## src/rtl/uart_duty_rx.sv

```systemverilog
// 8N1 UART command receiver with 16x oversampling; validates sync/duty/checksum
// frames and holds the accepted duty value for the downstream PWM generator.
module uart_duty_rx #(
  parameter int unsigned BAUD_DIV  = 65,
  parameter logic [7:0]  SYNC_BYTE = 8'hA5
) (
  input  logic       clk,
  input  logic       rst_i,
  input  logic       rx_i,
  output logic [7:0] duty_o,
  output logic       duty_valid_o,
  output logic       frame_err_o,
  output logic       chk_err_o,
  output logic       busy_o
);

  localparam int unsigned TW = (BAUD_DIV > 1) ? $clog2(BAUD_DIV) : 1;
  localparam logic [TW-1:0] TICK_LAST = TW'(BAUD_DIV - 1);

  typedef enum logic [1:0] {
    RX_IDLE,
    RX_START,
    RX_DATA,
    RX_STOP
  } rx_state_t;

  typedef enum logic [1:0] {
    P_SYNC,
    P_DUTY,
    P_CHK
  } p_state_t;

  rx_state_t      rx_state;
  p_state_t       p_state;
  logic           rx_m;
  logic           rx_s;
  logic           rx_d;
  logic [TW-1:0]  tick_cnt;
  logic           tick;
  logic           start_edge;
  logic [3:0]     samp_cnt;
  logic [2:0]     bit_cnt;
  logic [7:0]     shift;
  logic           stop_done;
  logic           stop_ok;
  logic           byte_strobe;
  logic [7:0]     byte_data;
  logic [7:0]     cand;

  // Two-flop synchroniser plus one delayed copy for falling-edge detection.
  // Reset to the idle level so reset release never fakes a start edge.
  always_ff @(posedge clk or posedge rst_i) begin
    if (rst_i) begin
      rx_m <= 1'b1;
      rx_s <= 1'b1;
      rx_d <= 1'b1;
    end else begin
      rx_m <= rx_i;
      rx_s <= rx_m;
      rx_d <= rx_s;
    end
  end

  assign start_edge = (rx_state == RX_IDLE) && rx_d && !rx_s;
  assign tick       = (rx_state != RX_IDLE) && (tick_cnt == TICK_LAST);

  // Oversample tick divider; parked at zero while idle so a start edge begins a fresh period.
  always_ff @(posedge clk or posedge rst_i) begin
    if (rst_i) begin
      tick_cnt <= '0;
    end else if (rx_state == RX_IDLE || tick) begin
      tick_cnt <= '0;
    end else begin
      tick_cnt <= tick_cnt + TW'(1);
    end
  end

  // Bit receiver: start verify at tick 8, then one sample every 16 ticks.
  always_ff @(posedge clk or posedge rst_i) begin
    if (rst_i) begin
      rx_state  <= RX_IDLE;
      samp_cnt  <= '0;
      bit_cnt   <= '0;
      shift     <= '0;
      stop_done <= 1'b0;
      stop_ok   <= 1'b0;
      busy_o    <= 1'b0;
    end else begin
      stop_done <= 1'b0;
      case (rx_state)
        RX_IDLE: begin
          if (start_edge) begin
            rx_state <= RX_START;
            samp_cnt <= '0;
            bit_cnt  <= '0;
            busy_o   <= 1'b1;
          end
        end
        RX_START: begin
          if (tick) begin
            if (samp_cnt == 4'd7) begin
              samp_cnt <= '0;
              if (!rx_s) begin
                rx_state <= RX_DATA;
              end else begin
                rx_state <= RX_IDLE;
                busy_o   <= 1'b0;
              end
            end else begin
              samp_cnt <= samp_cnt + 4'd1;
            end
          end
        end
        RX_DATA: begin
          if (tick) begin
            if (samp_cnt == 4'd15) begin
              samp_cnt <= '0;
              shift    <= {rx_s, shift[7:1]};
              bit_cnt  <= bit_cnt + 3'd1;
              if (bit_cnt == 3'd7) begin
                rx_state <= RX_STOP;
              end
            end else begin
              samp_cnt <= samp_cnt + 4'd1;
            end
          end
        end
        RX_STOP: begin
          if (tick) begin
            if (samp_cnt == 4'd15) begin
              samp_cnt  <= '0;
              stop_done <= 1'b1;
              stop_ok   <= rx_s;
              rx_state  <= RX_IDLE;
              busy_o    <= 1'b0;
            end else begin
              samp_cnt <= samp_cnt + 4'd1;
            end
          end
        end
        default: begin
          rx_state <= RX_IDLE;
          busy_o   <= 1'b0;
        end
      endcase
    end
  end

  // Registered byte strobe / stop-bit error, one clock after the stop sample.
  always_ff @(posedge clk or posedge rst_i) begin
    if (rst_i) begin
      byte_strobe <= 1'b0;
      frame_err_o <= 1'b0;
      byte_data   <= '0;
    end else begin
      byte_strobe <= stop_done && stop_ok;
      frame_err_o <= stop_done && !stop_ok;
      if (stop_done) begin
        byte_data <= shift;
      end
    end
  end

  // Frame parser: sync, candidate duty, inverted-duty checksum.
  always_ff @(posedge clk or posedge rst_i) begin
    if (rst_i) begin
      p_state      <= P_SYNC;
      cand         <= '0;
      duty_o       <= '0;
      duty_valid_o <= 1'b0;
      chk_err_o    <= 1'b0;
    end else begin
      duty_valid_o <= 1'b0;
      chk_err_o    <= 1'b0;
      if (frame_err_o) begin
        p_state <= P_SYNC;
        cand    <= '0;
      end else if (byte_strobe) begin
        case (p_state)
          P_SYNC: begin
            if (byte_data == SYNC_BYTE) begin
              p_state <= P_DUTY;
            end
          end
          P_DUTY: begin
            cand    <= byte_data;
            p_state <= P_CHK;
          end
          P_CHK: begin
            if (byte_data == ~cand) begin
              duty_o       <= cand;
              duty_valid_o <= 1'b1;
            end else begin
              chk_err_o <= 1'b1;
            end
            p_state <= P_SYNC;
          end
          default: begin
            p_state <= P_SYNC;
          end
        endcase
      end
    end
  end

endmodule

```

## config.mk

```make
export PLATFORM = sky130hd
export DESIGN_NAME = uart_duty_rx
export DESIGN_NICKNAME = d
export VERILOG_FILES = /design/src/rtl/uart_duty_rx.sv
export SDC_FILE = /design/constraint.sdc
export NUM_CORES = 1
export LEC_CHECK = 0
export CORE_ASPECT_RATIO = 1.4
export CORE_MARGIN = 8
export CORE_UTILIZATION = 55
export DETAILED_ROUTE_END_ITERATION = 6
export HOLD_SLACK_MARGIN = 0.05
export PLACE_DENSITY = 0.78
export SETUP_SLACK_MARGIN = 0.3
export SLEW_MARGIN = 20
export SYNTH_ARGS = -nofsm -noshare
export SYNTH_HDL_FRONTEND = slang
export SYNTH_SLANG_ARGS = --single-unit
```

## constraint.sdc

```tcl
create_clock -name clk -period 2.9 [get_ports clk]
set_clock_uncertainty 0.2 [all_clocks]
set_input_delay 0.435 -clock clk [delete_from_list [all_inputs] [get_ports clk]]
set_output_delay 0.435 -clock clk [all_outputs]
set_load 0.01 [all_outputs]
```

After elaboration in Yosys (flattened, before gate mapping)

Cells that the tools add are included.

Register bits after elaboration: 60
Bits in latches: 0
RAM bits: 0
ROM bits: 0
Input port bits: 3
Memories kept: 0

$add $sub $neg: 3
Multipliers: 0
Divide/modulo/power cells: 0
Magnitude comparators: 0
Equality and inequality tests: 22
Shift operators: 0
Mux-type cells: 46
Bitwise gates (word level): 2
Reductions and logical operators: 25

Operators with widths:

| cell                  | number |
|---|---|
| $mux W2               | 12 |
| $mux W8               | 3 |
| $mux W4               | 5 |
| $ne A2 B2 Y1 const B  | 9 |
| $mux W1               | 17 |
| $pmux W4 S3           | 1 |
| $mux W3               | 3 |
| $reduce_and A3 Y1     | 3 |
| $eq A8 B8 Y1          | 1 |
| $eq A8 B8 Y1 const B  | 1 |
| $not A8 Y8            | 1 |
| $pmux W2 S4           | 1 |
| $reduce_and A4 Y1     | 2 |
| $reduce_and A8 Y1     | 1 |
| $reduce_bool A2 Y1    | 4 |
| $add A7 B1 Y7 const B | 1 |
| $eq A7 B7 Y1 const B  | 1 |
| $mux W7               | 1 |
| $reduce_and A7 Y1     | 1 |
| $eq A2 B2 Y1 const B  | 3 |
| $pmux W3 S2           | 1 |
| $logic_and A1 B1 Y1   | 5 |
| $add A4 B1 Y4 const B | 1 |
| $eq A2 B1 Y1 const B  | 2 |
| other kinds (15)      | 18 |

Logic depth before layout (Yosys ltp)

Depth in word-level cells: 6
Depth in mapped cells: 6
Depth with buffers taken out: 6

Least setup slack after synthesis

No wires, ideal clock.

Path type: reg2reg
Start point: register tick_cnt[3]
End point: register stop_ok
Setup time: 0.125 ns
Data arrival time: 1.673 ns
Path slack: 0.902 ns
Stages on the path, launching flop included: 5
Path buffers: 0
Cell sequence: dfrtp_1 > or4_4 > nor3_2 > and2_1 > mux2_2

Longest elaborated chain between the ends: 3

RTL lines:

| element                     | line | RTL |
|---|---|---|
| from (decl)                 | 38   | `logic [TW-1:0] tick_cnt;` |
| from (signal assigned)      | 74   | `tick_cnt <= tick_cnt + TW'(1);` |
| $eq A7 B7 Y1                | 65   | `assign tick = (rx_state != RX_IDLE) && (tick_cnt == TICK_LAST);` |
| $logic_and A1 B1 Y1         | 65   |  |
| $reduce_and A3 Y1 (no line) | -    |  |
| to (signal assigned)        | 133  | `stop_ok <= rx_s;` |
| to (decl)                   | 45   | `logic stop_ok;` |

Every way passes these cells.
A chain may end at the register's enable or synchronous reset.

Worst setup path after layout

Start point: register samp_cnt[0]
End point: register shift[0]

Longest elaborated chain between the ends: 2

RTL lines:

| element                     | line | RTL |
|---|---|---|
| from (decl)                 | 41   | `logic [3:0] samp_cnt;` |
| from (signal assigned)      | 110  | `samp_cnt <= samp_cnt + 4'd1;` |
| from (signal assigned)      | 124  | `samp_cnt <= samp_cnt + 4'd1;` |
| from (signal assigned)      | 137  | `samp_cnt <= samp_cnt + 4'd1;` |
| $eq A4 B4 Y1                | 116  | `if (samp_cnt == 4'd15) begin` |
| $reduce_and A3 Y1 (no line) | -    |  |
| to (signal assigned)        | 118  | `shift <= {rx_s, shift[7:1]};` |
| to (decl)                   | 43   | `logic [7:0] shift;` |

Every way passes these cells.

==> impl_metrics.yaml <==
cells_and_area:
  n_fill_cell: 394
  final_common_cell: "dfrtp_1"
  syn_to_final_growth_pct: 14.3
  diodes: 0
  drive_gt1_frac: 0.207
  fin_nets: 244
  layout_common_cells: "dfrtp_1 (57), mux2_2 (26), nor2_1 (21)"
  stdcell_area_um2: 3040
  layout.cells.non_filler: 305
setup_path:
  crit_required_ns: 2.91
  critPathLaunch: "samp_cnt[0]"
  critPathKind: "reg2reg"
  crit_path_max_fanout: 10
  r2r-start: "samp_cnt[0]"
  start_kind: "flop"
  crit_chain: "ha_1 -> nand4_1 -> nor4_4 -> mux2_2"
  end_kind: "flop"
  slowest_stage: "nor4_4"
  arrival_ns: 2.22
  critPathMaxStageDelay_ns: 0.53
placed_design:
  hpwl_um: 3260
  io_buffers: 14
  dpl_cell_area_um2: 2880
  gp_congestion: 0.810
  place_inst: 289
clocking:
  cts.sinks: 60
  htreeDepth: 3
  cts_setup_buffers: 0
  cts_resized: 0
  path_clk_slew_ns: 0.06
  root_buffer: "clkbuf_8"
  clk_latency_ns: 0.33
  cts_made_buffers: 9
  clock_path_buffers: 2
  tritoncts: "yes"
  cts_hold_buf: 0
route:
  dr.pass1.iters: 4
  drcViolationCount: 0
  drt-total-wl_um: 4580
  first_iter_violations: 76
  ant_nets: 0
  vias_per_cell: 5.49
  wl_per_cell_um: 15.0
  vias: 1675
die:
  chipHeight_um: 98.3
  start_util: 0.558
  rows: 30
  io_pins: 15
  core-area_um2: 4770
  die_area_um2: 7350
  fp.dieW_um: 74.8
worst_hold_path:
  hp-class: "reg2reg"
  hold_start: "rx_m"
timing:
  fmax_mhz: 453
  finalSetupTns_ns: 0
  final.period_utilization: 0.761
  drv_slew: 0
  hold_viol: 0
  worst_pin_slew_ns: 0.623
  rsz0062_at_grt: "no"
  setup_viol_count_final: 0
  min_period_ns: 2.21
  slew_headroom: 0.582
power:
  ir_drop_v: 0.000531
  p_leak_nw: 1.47
  pwr_density_cell_nw_per_um2: 581
status:
  outcome: "finished clean"
grt:
  grt_overflow: 0
  grt.total_usage: 0.141
  grt_pass1_wl_um: 7930
  grt_start_max_net_pins: 61
  grt_pass1_vias: 1736
  antenna_found_initial: 0
yosys:
  yosysWarnings: 0
  syn-num-nets: 224
  ys_types: 43
  ys_seq_area_frac: 0.566
  synth.avg_cell_area_um2: 12.3
  ys_ff_latch: 60
  syn_inst: 216
  synth_area_um2: 2660
run:
  maxCapViolCount: 0
## per-stage QoR
stage / power (mW) / setup slack [ns] / utilization / hold WS [ns]
2_1_floorplan: 1.10 / 0.785 / - / 0.145
3_3_place_gp: 1.15 / 0.708 / 0.604 / 0.146
4_1_cts: 1.79 / 0.684 / 0.638 / 0.156
5_1_grt: 1.85 / 0.506 / 0.638 / 0.160
6_report: 1.77 / 0.692 / 0.638 / 0.154
3_5_place_dp: 1.16 / 0.685 / 0.604 / 0.147
## worst max-delay path, delay by kind of cell, from the launching register on
kind	cells	cell delay (ns)
muxes	1	0.40
DFF	1	0.44
and+or+nand+nor	2	0.76
adders and majority gates	1	0.30
## flip-flops by register name, summed over array words and instances, names as in the netlist, 2 cells and up, named ones only
register / count
bit_cnt: 3
byte_data: 8
cand: 8
duty_o: 8
p_state: 2
samp_cnt: 4
shift: 8
tick_cnt: 7
## final cells by class
cell class                      count  area (µm²)  area share
Sequential cell                    60        1510       0.495
Multi-Input combinational cell    143        1110       0.364
Timing Repair Buffer               15         160      0.0527
Clock buffer                       14         153      0.0502
Tap cell                           64        80.1      0.0263
Inverter                            7        26.3     0.00864
Clock inverter                      2        10.0     0.00329
## worst paths after layout
path,to,slack [ns],depth (start not counted)
min,rx_s,0.15,0
max reg2reg,shift[0],0.69,4
min reg2reg,rx_s,0.15,0
max in group asynchronous,rx_d,1.92,3
min in group asynchronous,stop_ok,0.28,3
max,shift[0],0.69,4
## power breakdown
part           leakage [nW]  internal, mW  switching [mW]
clock                0.0844         0.331           0.289
combinational         0.583        0.0877          0.0996
sequential            0.804         0.895          0.0627
total                  1.47          1.31           0.451
## metal layers
| metal | wire length [µm] | share of wire | track usage |
|---|---|---|---|
| met1 | 1860 | 0.41 | 0.147 |
| met2 | 2450 | 0.54 | 0.236 |
| met3 | 193 | 0.042 | 0.0492 |
| met4 | 68 | 0.015 | 0.0773 |
| met5 | 0 | 0 | 0 |
## logic make-up after synthesis
kind of cell / share of synthesized area
flops: 0.566
compound gates: 0.0616
fa+ha+maj: 0.0235
simple gates: 0.144
xor+xnor: 0.0461
mux: 0.140
buf+inv: 0.0183
## Yosys cell counts
cell type	count	area share
a211oi_1	1	0.0028
a21boi_0	1	0.0028
a21o_1	1	0.0028
a21oi_1	8	0.015
a22oi_1	1	0.0028
a31oi_1	4	0.0094
a32o_1	1	0.0038
and2_1	2	0.0047
and3_1	2	0.0047
and4_1	1	0.0033
clkbuf_1	6	0.0085
dfrtp_1	57	0.54
dfstp_2	3	0.030
ha_1	5	0.024
inv_1	7	0.0099
mux2_2	26	0.11
mux2i_1	8	0.030
nand2_1	7	0.0099
nand2b_1	3	0.0071
nand3_1	7	0.013
nand3b_1	2	0.0056
nand4_1	2	0.0047
nand4b_1	1	0.0033
nand4b_2	1	0.0056
nand4bb_1	2	0.0085
nor2_1	21	0.030
nor2b_1	1	0.0024
nor3_1	1	0.0019
nor3_2	1	0.0038
nor4_1	2	0.0047
nor4_4	1	0.0080
nor4bb_1	2	0.0075
o211ai_1	2	0.0056
o21ai_0	1	0.0019
o21ai_1	1	0.0019
o21bai_1	1	0.0028
o311ai_1	1	0.0033
o41ai_1	2	0.0066
or2_2	3	0.0071
or3_1	2	0.0047
or4_4	1	0.0042
xnor2_1	12	0.040
xor2_1	2	0.0066
No activity file was read; power rests on OpenSTA's default activity.
